[src/rtl/stream_mux_rr.sv]
// N-to-1 stream multiplexer with one output register stage.
// Channel choice is manual (sel) or round-robin after the last served channel.
module stream_mux_rr #(
  parameter int WIDTH = 8,
  parameter int N = 4,
  localparam int SEL_W = (N > 1) ? $clog2(N) : 1
) (
  input  logic               clk,
  input  logic               rst_n,
  input  logic [N*WIDTH-1:0] in_data,
  input  logic [N-1:0]       in_valid,
  output logic [N-1:0]       in_ready,
  input  logic               mode,
  input  logic [SEL_W-1:0]   sel,
  output logic [WIDTH-1:0]   out_data,
  output logic [SEL_W-1:0]   out_ch,
  output logic               out_valid,
  input  logic               out_ready
);

  localparam int SLOTS = 1 << SEL_W;

  logic             load_en;
  logic             grant;
  logic [SEL_W-1:0] grant_idx;
  logic             rr_hit;
  logic [SEL_W-1:0] rr_idx;
  logic [SEL_W-1:0] cand;
  logic [SEL_W-1:0] ptr;
  logic [SLOTS-1:0] valid_pad;
  logic [WIDTH-1:0] ch_data [SLOTS];

  // Pad to a power of two so any sel value indexes safely; pads never grant.
  always_comb begin
    valid_pad = '0;
    valid_pad[N-1:0] = in_valid;
    for (int i = 0; i < SLOTS; i++) begin
      ch_data[i] = '0;
    end
    for (int i = 0; i < N; i++) begin
      ch_data[i] = in_data[i*WIDTH +: WIDTH];
    end
  end

  // Scan from farthest to nearest so the nearest valid channel wins.
  always_comb begin
    rr_hit = 1'b0;
    rr_idx = '0;
    cand = '0;
    for (int k = N; k >= 1; k--) begin
      cand = SEL_W'((int'(ptr) + k) % N);
      if (valid_pad[cand]) begin
        rr_hit = 1'b1;
        rr_idx = cand;
      end
    end
  end

  always_comb begin
    load_en = !out_valid || out_ready;
    if (mode) begin
      grant = rr_hit;
      grant_idx = rr_idx;
    end else begin
      grant = valid_pad[sel];
      grant_idx = sel;
    end
    in_ready = '0;
    for (int i = 0; i < N; i++) begin
      in_ready[i] = rst_n && load_en && grant
                    && (grant_idx == SEL_W'(i));
    end
  end

  always_ff @(posedge clk or negedge rst_n) begin
    if (!rst_n) begin
      out_valid <= 1'b0;
      out_data <= '0;
      out_ch <= '0;
      ptr <= SEL_W'(N - 1);
    end else if (load_en) begin
      if (grant) begin
        out_valid <= 1'b1;
        out_data <= ch_data[grant_idx];
        out_ch <= grant_idx;
        ptr <= grant_idx;
      end else begin
        out_valid <= 1'b0;
      end
    end
  end

endmodule

[config.mk]
export PLATFORM = sky130hd
export DESIGN_NAME = stream_mux_rr
export DESIGN_NICKNAME = d
export VERILOG_FILES = /design/src/rtl/stream_mux_rr.sv
export SDC_FILE = /design/constraint.sdc
export NUM_CORES = 1
export LEC_CHECK = 0
export CORE_AREA = 2 2 45 47
export CTS_CLUSTER_SIZE = 16
export DETAILED_ROUTE_END_ITERATION = 10
export DIE_AREA = 0 0 47 49
export DONT_BUFFER_PORTS = 1
export GPL_TIMING_DRIVEN = 0
export PLACE_DENSITY = 0.75
export SYNTH_ARGS = -nofsm -noshare
export SYNTH_HDL_FRONTEND = slang
export SYNTH_SLANG_ARGS = --single-unit
[constraint.sdc]
create_clock -name clk -period 1.6 [get_ports clk]
set_clock_uncertainty 0.05 [all_clocks]
set_input_delay 0.24 -clock clk [delete_from_list [all_inputs] [get_ports clk]]
set_output_delay 0.24 -clock clk [all_outputs]
set_load 0.01 [all_outputs]
Word-level counts from Yosys, hierarchy flattened --
Cells that the tools add are included.
Word-level totals: register bits 13, input port bits 42, output and inout bits 15
Cells by class: add/sub/neg operators 4, magnitude comparators 6, eq/ne operators 3, muxes and demuxes 24, bitwise logic cells 1, reduce and logical (&&, ||, !) cells 10
Operators by type and width (count):
- $bmux W8 S2 | 1
- $mux W8 | 2
- $lt A2 B3 Y1 const B | 5
- $mux W1 | 11
- $bmux W1 S2 | 5
- $mux W2 | 5
- $logic_and A1 B1 Y1 | 6
- $add A2 B1 Y2 const B | 2
- $add A2 B2 Y2 const B | 2
- $eq A2 B2 Y1 const B | 2
- $ge A3 B3 Y1 const B | 1
- $not A2 Y3 | 1
- $eq A2 B1 Y1 const B | 1
- $logic_not A2 Y1 | 1
- $reduce_and A2 Y1 | 1
- $logic_not A1 Y1 | 1
- $logic_or A1 B1 Y1 | 1

Longest topological paths before layout --
Gate-level depths: netlist of the first run.
word-level depth 12, mapped depth 6, mapped depth without buffers 5

Worst setup path after synthesis of the first run --
Ideal clock, no wire load.
path type register to output, from register ptr[1], to output port in_ready[0], arrival 1.499 ns, path slack -0.189 ns, stages on the path, launching flop included 6, buffers on the path 1, cells stage by stage dfstp_2 -> a311oi_2 -> a222oi_1 -> buf_4 -> nand3_1 -> nor2_1
On the way: word-level cells in the longest chain between the ends 10, elaborated cells on any way between the ends 25, those cells by class add/sub: 4; mux: 18; reduce/logical: 3
Ends and longest elaborated chain:
- from (decl) | line 29 | logic [SEL_W-1:0] ptr;
- from (signal assigned) | line 80 | ptr <= SEL_W'(N - 1);
- from (signal assigned) | line 86 | ptr <= grant_idx;
- $add A2 B1 Y2 | line 51 | cand = SEL_W'((int'(ptr) + k) % N);
- $bmux W1 S2 | line 52 | if (valid_pad[cand]) begin
- $mux W1 (implied by the code) | line 52
- $mux W2 or $mux W1 (tied branches) (4 in a row) | line 52
- $mux W2 or $mux W1 (tied branches) | line 61 | if (mode) begin
- $logic_not A2 Y1 or $logic_and A1 B1 Y1 (tied branches) | line 71, 70
- $logic_and A1 B1 Y1 * | line 71 | && (grant_idx == SEL_W'(i));
- to (decl) | line 12 | output logic [N-1:0] in_ready,
Every way passes the cells marked *; elsewhere a longest branch is shown, timed or not. The select of a mux whose other input is x is not followed.

Final worst setup path of the first run --
from register ptr[1], to output port in_ready[3]
On the way: word-level cells in the longest chain between the ends 10, elaborated cells on any way between the ends 25, those cells by class add/sub: 4; eq/ne: 1; mux: 18; reduce/logical: 2
Ends and longest elaborated chain (line):
- $add A2 B1 Y2 | 51
- $bmux W1 S2 | 52
- $mux W1 (implied by the code) | 52
- $mux W2 or $mux W1 (tied branches) (4 in a row) | 52
- $mux W2 or $mux W1 (tied branches) | 61
- $eq A2 B2 Y1 or $logic_and A1 B1 Y1 (tied branches) | 71, 70
- $logic_and A1 B1 Y1 * | 71
Marked as above.

==> results of run 1 <==
timing repair:
item                                    in CTS  in global routing
pin swaps                                    2                  1
resized for setup                            3                  9
gates cloned                                 0                  0
hold buffers                                 1                  0
endpoints found under the hold margin       13                  0
endpoints found under the setup margin      16                 16
setup buffers                                3                  3
power by group through the flow:
stage | Clock [mW] | Sequential (mW) | Combinational (mW)
2_1_floorplan | 0 | 0.517 | 0.356
3_3_place_gp | 0 | 0.537 | 0.395
3_5_place_dp | 0 | 0.541 | 0.409
4_1_cts | 0.204 | 0.541 | 0.449
5_1_grt | 0.226 | 0.551 | 0.535
6_report | 0.198 | 0.539 | 0.489
worst max-delay path, stage by stage (launching register included):
cell      delay, ns
dfstp_2        0.41
buf_4          0.14
nand2b_1       0.13
a21o_2         0.22
a221oi_2       0.48
nor3_2         0.15
logic make-up (layout without fill, tap and decap cells):
family                 after synthesis  after routing  synth area share
AND/OR/NAND/NOR                     30             30             0.156
AO/OA/AOI/OAI                       22             22             0.265
multiplexers                        17             17             0.193
flip-flops                          13             13             0.347
buffers and inverters                6             16            0.0397
synth_stat cells, types with 2 or more instances:
master / number / share of area
dfrtp_1: 11 / 0.29
o221ai_2: 8 / 0.13
nand2b_1: 3 / 0.020
o21ai_0: 2 / 0.011
nor3_1: 2 / 0.011
nor2b_1: 2 / 0.013
buf_4: 2 / 0.016
nand2_1: 13 / 0.052
dfstp_2: 2 / 0.056
o21a_1: 4 / 0.032
nor2_1: 6 / 0.024
mux2i_1: 16 / 0.17
nand2_4: 2 / 0.024
inv_1: 2 / 0.0079
worst max-delay path by stage:
| stage | startpoint | end | slack [ns] | cells past startpoint |
|---|---|---|---|---|
| final | ptr[1] | in_ready[3] | -0.48 | 5 |
| after global routing | ptr[1] | in_ready[1] | -0.58 | 5 |
| after CTS | ptr[1] | in_ready[1] | -0.46 | 5 |
| after detailed placement | ptr[1] | out_data[1] | -0.29 | 5 |
| after global placement | ptr[1] | out_data[1] | -0.26 | 5 |
| after floorplan | ptr[1] | in_ready[0] | -0.15 | 5 |
sequential cells by signal, indices dropped and copies added (netlist names):
name,count
out_data,8
out_ch,2
ptr,2
out_valid,1
stage by stage:
stage / hold slack, ns / area, um2 / worst slack, ns / power (mW)
after detailed placement: -0.105 / 1010 / -0.289 / 0.949
after global placement: -0.105 / 1010 / -0.264 / 0.931
after floorplan: -0.106 / 978 / -0.147 / 0.873
after global routing: 0.0565 / 1130 / -0.583 / 1.31
final: 0.0622 / 1130 / -0.478 / 1.23
after CTS: 0.0562 / 1090 / -0.458 / 1.19
area by class of cell:
class,count,share of cell area
Timing Repair Buffer,6,0.0529
Inverter,2,0.00662
Multi-Input combinational cell,69,0.572
Buffer,4,0.0265
Sequential cell,13,0.289
Clock buffer,4,0.0232
Tap cell,27,0.0298
routing by layer:
layer	routed length [um]	track usage
met5	0	0
met4	0	0.0602
met3	181	0.0630
met2	1270	0.372
met1	835	0.263
==> results by group, run 1 <==
Final layout
  – Fin cells: between 100 and 150
  – Area of the multi-input gates: 649 um2
  – Fill cell count: 163
  – Most frequent cells in the layout: mux2i_1, nand2_1, dfrtp_1
  – Seq. cell area: about 330 um2
  – Nets: roughly 140
  – Share of cells above drive strength 1: 0.378
  – Final core occ: 0.616
  – Commonest non-fill, non-tap cell in the layout: mux2i_1
  – Area Growth Syn to Fin: 20.0%
  – Ant. Diodes: 0

Synth
  – Synth Area per Inst: 10.7 um2
  – Sequential-to-total area share from yosys stat: 0.347
  – Ys async rst share: 1.00
  – Synth warn: 0
  – Post-Syn Nets: 130
  – Synth Cell Area: 946 um2
  – Library cells used by synthesis: 27
  – Main synth FF type: dfrtp_1
  – Number of synthesized flops with an enable pin: 0
  – Yosys reg bits: 13
  – Synth Instances: 88

Clock tree
  – Later-pin clock latency in the skew report: 0.27 ns
  – H-tree lvl count: 1
  – Clk pin slew, worst setup/hold paths: 0.08 ns
  – Root Driver: clkbuf_4
  – Clk sinks: 13
  – CTS tree: done
  – Clock buffer depth: 2
  – Num CTS Buffers: 3

Pwr
  – Switching fraction of total power: 0.376
  – Sw Pwr: 461 uW
  – Leak: 0.468 nW
  – VDD IR max: 0.679 mV
  – Pwr/cell area: 1080 nW/um2
  – Sequential share of power: 0.439
  – Int Power: 766 uW
  – Combinational power share: 0.399
  – Clk pwr share: 0.162

Critical path
  – Worst-path maximum fanout: 5
  – R2R cell count: 7
  – Worst path arrival time: about 1.8 ns
  – Startpoint Class: flop
  – Kind of critical path: flop to primary output
  – Crit Reg-Reg Endpoint: out_data[1]
  – CP endpoint kind: primary output
  – Worst reg2reg startpoint: ptr[1]
  – Required time of the critical path: 1.31 ns
  – R2R Setup Slk: -0.41 ns

Min path
  – Hold_sp: mode
  – End point of the worst hold path: out_valid
  – Type of the worst min-delay path: input port to flop
  – Worst hold path depth: 2

Die
  – Rows: 16
  – Die Ht: around 49 um
  – Starting Density: 0.514
  – Core footprint: 1840 um2
  – I/O pins: 57
  – Die Span X: 47 um
  – Die ar.: 2300 um2

STA
  – Final Hold Viols: 0
  – Least-Margin Pin Slew: 0.582 ns
  – Worst Slack Setup Final: -0.478 ns
  – Slew margin rel.: 0.611
  – Post-route clock period utilization: 1.30
  – RSZ-0062 raised after global routing: yes
  – Finish-stage setup viols: 16
  – Final Max Slew Viols: 0
  – Total negative slack: -5.89 ns
  – Period minus WS final: 2.08 ns
  – FMAX: between 400 and 500 MHz

Drt
  – Via count: 774
  – DRT iter0 DRCs: 7
  – Per-cell routed wire length: 18.3 um
  – Remaining DRCs: 0
  – First-pass DRT Iterations: 4
  – Final ANT Viol Nets: 0
  – Final wirelength: 2280 um
  – Via-per-instance ratio: 6.19

Outcome
  – Status: finished, violations left
  – Failing checks: setup timing

GRT
  – Vias in the first global route: 777
  – First-pass GRT wire length: 3630 um
  – Largest net degree at the start of global routing: 14
  – Global route overflow: 0
  – Initial antenna violation count: 0
  – Global Route Usage Sum: 0.220

Place
  – Dpl cells: between 100 and 150
  – Buffers added on ports: 0
  – Detail Placement HPWL: 1660 um
  – Gpl congestion: 0.694

Flow run
  – Max_cap viols: 0
Note: power is estimated with default switching activity, not from simulation.
==> run 2, diff against run 1 <==
Settings changed: CORE_AREA 2 2 45 47 to 2 2 76 49, DIE_AREA 0 0 47 49 to 0 0 78 51, PLACE_DENSITY 0.75 to 0.48.
Clock period 1.6 ns to 2.7 ns, I/O delays scaled along.
==> run 2 against run 1 <==
The run now ends clean. Register-to-register slack better by 1.2 ns. Setup slack better by 0.76 ns. Power is 41% lower. Routed wire length is 2.5% higher. First-iteration DRC count grew to 4.9 times the previous value. Critical endpoint is now in_ready[1]. Via count is 8.7% lower. Non-clock buffer count is 5 lower. Global-route usage is 10 points lower. Largest power group unchanged.
==> results by group, run 2 (same netlist as run 1, synthesis figures left out) <==
GRT
  – Vias in the first global route: 672 (-14%)
  – Global Route Usage Sum: 0.117 (-0.102)
  – Initial antenna violation count: 0 (unchanged)
  – Global route overflow: 0 (unchanged)
  – Largest net degree at the start of global routing: 14 (unchanged)
  – First-pass GRT wire length: 3540 um (-2.5%)

Die
  – Rows: 17 (+1)
  – Core footprint: 3400 um2 (+85%)
  – Die Span X: 78 um (+66%)
  – Starting Density: 0.278 (-0.236)
  – I/O pins: 57 (unchanged)
  – Die Ht: 51 um (+4.1%)
  – Die ar.: 3980 um2 (+73%)

Critical path
  – Required time of the critical path: 2.25 ns (+0.94 ns)
  – Worst path arrival time: 1.96 ns (+0.17 ns)
  – Kind of critical path: flop to primary output
  – Worst-path maximum fanout: 10 (+5)
  – Startpoint Class: flop
  – CP endpoint kind: primary output

Pwr
  – Leak: 0.446 nW (-4.7%)
  – VDD IR max: 0.191 mV (-72%)
  – Pwr/cell area: 688 nW/um2 (-36%)

STA
  – Worst Slack Setup Final: 0.284 ns (+0.762 ns)
  – Finish-stage setup viols: 0 (-16)
  – Least-Margin Pin Slew: 0.666 ns (+0.0837 ns)
  – Final Max Slew Viols: 0 (unchanged)
  – Total negative slack: 0 ns (+5.89 ns)
  – Slew margin rel.: 0.555 (-0.0560)
  – RSZ-0062 raised after global routing: no
  – Period minus WS final: 2.42 ns
  – Post-route clock period utilization: 0.895
  – FMAX: 414 MHz
  – Final Hold Viols: 0 (unchanged)

Place
  – Detail Placement HPWL: 1790 um (+7.4%)
  – Buffers added on ports: 0 (unchanged)
  – Gpl congestion: 0.735 (+5.8%)
  – Place WS: 0.524 ns (+0.812 ns)

Final layout
  – Nets: 136 (-3.5%)
  – Commonest non-fill, non-tap cell in the layout: mux2i_1
  – Top flop regs: out_data x8, out_ch x2, ptr x2
  – Most frequent cells in the layout: mux2i_1, nand2_1, dfrtp_1
  – Max reg flops: 8 (unchanged)
  – Share of cells above drive strength 1: 0.247 (-0.130)
  – Area Growth Syn to Fin: 12.0%
  – Top reg by flops: out_data
  – Ant. Diodes: 0 (unchanged)

Clock tree
  – CTS tree: done
  – Clk sinks: 13 (unchanged)
  – Post_cts resized: 0 (-3)
  – H-tree lvl count: 1 (unchanged)
  – Num CTS Buffers: 3 (unchanged)
  – Later-pin clock latency in the skew report: 0.24 ns (-0.03 ns)
  – Clock buffer depth: 2 (unchanged)
  – Clk pin slew, worst setup/hold paths: 0.06 ns (-0.02 ns)
  – Root Driver: clkbuf_8

Drt
  – Final ANT Viol Nets: 0 (unchanged)
  – DRT iter0 DRCs: 34 (+27)
  – First-pass DRT Iterations: 4 (unchanged)
  – Remaining DRCs: 0 (unchanged)
  – Via-per-instance ratio: 5.05 (-18%)
  – Final wirelength: 2340 um (+2.5%)
  – Per-cell routed wire length: 16.7 um (-8.4%)
  – Via count: 707 (-8.7%)

Outcome
  – Status: complete, no violations

Min path
  – Type of the worst min-delay path: input port to flop

Flow run
  – Max_cap viols: 0 (unchanged)
[run 2: where the power goes]
part           switching (mW)  internal (mW)  leakage, nW
combinational           0.129          0.109        0.271
clock                  0.0708          0.104       0.0228
sequential             0.0636          0.252        0.152
[run 2: area by class of cell]
type	instances	area, um2
Fill cell	367	2340
Buffer	4	30.0
Inverter	2	7.51
Sequential cell	13	328
Tap cell	47	58.8
Timing Repair Buffer	1	10.0
Clock buffer	4	45.0
Multi-Input combinational cell	69	581
[run 2: path summary, 6_finish.rpt]
kind	start	depth (start not counted)	end	slack (ns)
max	ptr[1]	5	in_ready[1]	0.28
min	mode	2	out_valid	0.25
max reg2reg	ptr[1]	5	out_data[0]	0.75
min reg2reg	ptr[0]	1	ptr[0]	0.50
max in group asynchronous	rst_n	1	out_ch[0]	1.58
min in group asynchronous	rst_n	1	out_data[5]	0.59
[run 2: worst max-delay path, stage by stage (launching register included)]
cell      delay (ns)
dfstp_2         0.59
a311oi_2        0.16
a222oi_1        0.35
buf_4           0.29
nand3_1         0.12
nor2_1          0.21
[run 2: routing by layer]
| layer | GRT usage | vias up | part of all wire |
|---|---|---|---|
| met5 | 0 | - | 0 |
| met4 | 0.0175 | 0 | 0 |
| met3 | 0.0424 | 0 | 0.059 |
| met2 | 0.180 | 22 | 0.46 |
| met1 | 0.163 | 340 | 0.48 |
| li1 | - | 345 | - |
[run 2: repair_timing]
item	4_1_cts	5_1_grt
setup buffers	0	0
hold buffers	1	0
endpoints found under the hold margin	13	0
[run 2: through the flow]
| stage | cells | hold slack, ns | cell area (um2) | power [mW] | utilization |
|---|---|---|---|---|---|
| 6_report | 140 | 0.255 | 1060 | 0.729 | 0.311 |
| 5_1_grt | 140 | 0.259 | 1060 | 0.773 | 0.311 |
| 4_1_cts | 140 | 0.250 | 1060 | 0.743 | 0.311 |
| 3_5_place_dp | 135 | 0.0597 | 1000 | 0.557 | 0.295 |
| 3_3_place_gp | 135 | 0.0597 | 1000 | 0.549 | 0.295 |
| 2_1_floorplan | 88 | 0.0594 | 946 | 0.506 | - |
==> RTL change 1, RTL diff (flow settings as in run 1) <==
`WIDTH`: 8 -> 10.
--- a/src/rtl/stream_mux_rr.sv
+++ b/src/rtl/stream_mux_rr.sv
@@ -1,7 +1,7 @@
 // N-to-1 stream multiplexer with one output register stage.
 // Channel choice is manual (sel) or round-robin after the last served channel.
 module stream_mux_rr #(
-  parameter int WIDTH = 8,
+  parameter int WIDTH = 10,
   parameter int N = 4,
   localparam int SEL_W = (N > 1) ? $clog2(N) : 1
 ) (
Ports: changed (resized in_data and out_data); port bits go from 57 to 67. No check against the original RTL was run, so the function may have changed too.
==> RTL change 1 against run 1 <==
- the flow still finishes with violations (negative setup slack)
- sequential cell count increased by 2
- total power increased by 17%
- hold slack improved by 0.052 ns
- final cell count increased by 19%
- area after synthesis increased by 9.4%
- die area unchanged
- routed wire length increased by 28%
- synthesized cell count increased by 23%
- register-to-register slack got worse by 0.06 ns
- worst setup slack got worse by 0.15 ns
- combinational power increased by 25%
- clock power increased by 7%
- fmax decreased by 6.8%
- cell area increased by 20%
- largest power group unchanged
==> RTL change 1: results (changes against run 1) <==
Hold Startpoint = in_data[8]
Leak Pwr = 0.594 nW (+27%)
Hold slack = 0.114 ns (+0.0520 ns)
Share of cells above drive strength 1 = 34.4% (-3.3 points)
Sequential area share after synthesis = 36.5% (+1.9 points)
GRT met1 Usage = 29.3% (+3.1 points)
DR iter-0 viols = 12 (+5)
CP arrival = 1.94 ns (+0.15 ns)
Worst r2r dst = out_data[8]
Grt met3 use = 3.33% (-3.0 points)
Largest net degree at the start of global routing = 16 (+2)
Buffers on Ports = 0 (unchanged)
Post-synthesis mux area share = 22.5% (+3.2 points)
Synth top cells by count = 23 x nand2_1, 21 x mux2i_1, 13 x dfrtp_1
Final GP Congestion = 0.686 (-1.2%)
PnR worst setup slack = -0.630 ns (-0.152 ns)
Critical path fanouts, max = 7 (+2)
Reg2Reg Setup Slack = -0.47 ns (-0.06 ns)
Met2 Resource Use GR = 43.4% (+6.2 points)
Top FF cell, synth = dfrtp_1
Worst Hold Path EP = out_data[8]
Top flop regs = out_data x10, out_ch x2, ptr x2
Max IR drop VDD = 598 uV (-12%)
Adder-cell share of the synthesized area = 0% (unchanged)
Worst slew pin tran = 0.691 ns (+0.109 ns)
Clock transition at path regs = 0.08 ns (about the same)
Final setup vio count = 18 (+2)
Crit-path slowest cell = dfstp_2
Top Family by Delay on Critical Path = simple AND/OR/NAND/NOR gates
H-tree depth = 1 (unchanged)
Synthesized area per cell = 9.58 um^2 (-11%)
Syn Nets = 158 (+22%)
Via density = 6.15 (-0.61%)
First-pass GRT wire length = 4050 um (+12%)
Post-DP HPWL = 1940 um (+17%)
NumNets Final = 173 (+23%)
Placed insts = 135 (+17%)
Crit-path max cell delay = 0.61 ns (+0.13 ns)
Total negative slack = -7.73 ns (-1.84 ns)
Routed length per placed instance = 19.6 um (+7.2%)
Netlist cell types = 30 (+11%)
Top cells by area, synth = dfrtp_1 31%, mux2i_1 20%, o221ai_1 8.5%
Finished Layout Cells = 149 (+19%)
GRT Total Usage = 24.5% (+2.5 points)
Failing checks = negative setup slack
Outcome = finished with violations
Synth Area in Compound Gates = 16.1% (-10 points)
Vias in the first global route = 935 (+20%)
RTL change 1: power by group:
| part | switching (mW) | internal, mW |
|---|---|---|
| combinational | 0.284 | 0.328 |
| sequential | 0.127 | 0.489 |
| clock | 0.115 | 0.0966 |
| total | 0.526 | 0.913 |
RTL change 1: worst max-delay path by stage:
stage / startpoint / to / slack (ns) / cells after the start
after floorplan: ptr[1] / in_ready[2] / -0.31 / 6
after global placement: ptr[1] / out_data[1] / -0.40 / 8
after detailed placement: ptr[1] / out_data[8] / -0.49 / 8
after CTS: ptr[1] / in_ready[3] / -0.61 / 6
after global routing: ptr[1] / in_ready[2] / -0.72 / 5
final: ptr[1] / in_ready[2] / -0.63 / 5
RTL change 1: what timing repair did:
item,4_1_cts,5_1_grt
buffers inserted,7,1
endpoints found under the hold margin,15,0
gates cloned,1,1
resized for setup,15,10
pin swaps,5,4
endpoints found under the setup margin,18,18
hold buffers,1,0
RTL change 1: stage by stage:
step	cell area, um^2	util, %	setup WS, ns
5_1_grt	1360	73.6	-0.719
6_report	1360	73.6	-0.630
4_1_cts	1280	69.6	-0.614
3_3_place_gp	1110	60.5	-0.396
3_5_place_dp	1110	60.5	-0.488
2_1_floorplan	1080	-	-0.313
RTL change 1: layout make-up:
class,instances,area [um^2]
Tap cell,27,33.8
Inverter,3,11.3
Fill cell,146,485
Multi-Input combinational cell,84,704
Timing Repair Buffer,11,139
Buffer,5,63.8
Sequential cell,15,378
Clock buffer,4,26.3
RTL change 1: metal layers:
metal / part of all wire [%] / vias to the layer above
met4: 0.34 / 0
li1: - / 425
met2: 54 / 41
met3: 5.2 / 2
met5: 0 / -
met1: 41 / 449
RTL change 1: cells by family after synthesis:
group | count (synthesis)
simple gates | 42
mux | 22
compound gates | 20
flops | 15
buf+inv | 9
==> RTL change 2, RTL diff (flow settings as in run 1) <==
Without the edit above. Add an input register stage for `mode`; this delays it by one clock. The other inputs are not delayed to match.
--- a/src/rtl/stream_mux_rr.sv
+++ b/src/rtl/stream_mux_rr.sv
@@ -19,6 +19,12 @@
 );
 
   localparam int SLOTS = 1 << SEL_W;
+
+  logic mode_q;
+
+  always_ff @(posedge clk) begin
+    mode_q <= mode;
+  end
 
   logic             load_en;
   logic             grant;
@@ -58,7 +64,7 @@
 
   always_comb begin
     load_en = !out_valid || out_ready;
-    if (mode) begin
+    if (mode_q) begin
       grant = rr_hit;
       grant_idx = rr_idx;
     end else begin
Function: changed (Yosys sat finds a counterexample within 4 cycles, from zero or initial values and one cycle with rst_n low).
==> RTL change 2 against run 1 <==
- the flow now stops in 5_1_grt
- area after synthesis is 23% higher
==> RTL change 2: results (changes against run 1) <==
Outcome = stopped before the end
Halt Stage = 5_1_grt
Tool error = [ERROR DPL-0038] Utilization greater than 100%, impossible to legalize
Netlist cell types = 37 (+37%)
Sequential area share after synthesis = 29.9% (-4.7 points)
Post-Place Setup Slack = -0.541 ns (-0.252 ns)
CTS buffer count = 3 (unchanged)
Post-DP HPWL = 2280 um (+37%)
Post-Synthesis Cells = 135 (+53%)
Clk sinks = 14 (+1)
Placed insts = 162 (+41%)
Synth top cells by count = 18 x inv_1, 17 x a311oi_1, 12 x nand2_1
Clk Tree Root Cell = clkbuf_4
Buffers on Ports = 0 (unchanged)
Yosys warns = 0 (unchanged)
Syn Nets = 177 (+36%)
Largest net degree at the start of global routing = 14
Async set-reset flop share out of synthesis = 92.9% (-7.1 points)
GRT worst endpoint = in_ready[1]
Worst EP Category = top-level output
Top cells by area, synth = dfrtp_1 24%, a311oi_1 13%, a2111oi_1 6.9%
Final GP Congestion = 0.818 (+18%)
H-tree depth = 1 (unchanged)
Max Root-Sink Buffers = 2 (unchanged)
-- RTL change 2: cell count changes after synthesis, moves of 5 or more --
cell              run 1  this run
a2111oi_1             0         8
a221oi_1              0         8
a311oi_1              0        17
buf_2                 0         5
inv_1                 2        18
mux2i_1              16         0
o221ai_2              8         0
o31ai_1               0         8
-- RTL change 2: stage by stage --
step	util, %	instance area (um^2)
floorplan	-	1190
global placement	66.7	1230
detailed placement	66.7	1230
CTS	89.3	1640
-- RTL change 2: repair_timing --
action / in CTS
buffers inserted: 8
gates cloned: 1
setup endpoints to repair: 16
hold endpoints to repair: 14
resized for setup: 45
pin swaps: 16
hold buffers: 2
-- RTL change 2: cells by family after synthesis --
kind of cell / after synthesis / synth area share (%)
compound gates: 55 / 41.5
buf+inv: 33 / 13.5
flops: 14 / 29.9
mux: 1 / 1.94
simple gates: 32 / 13.1
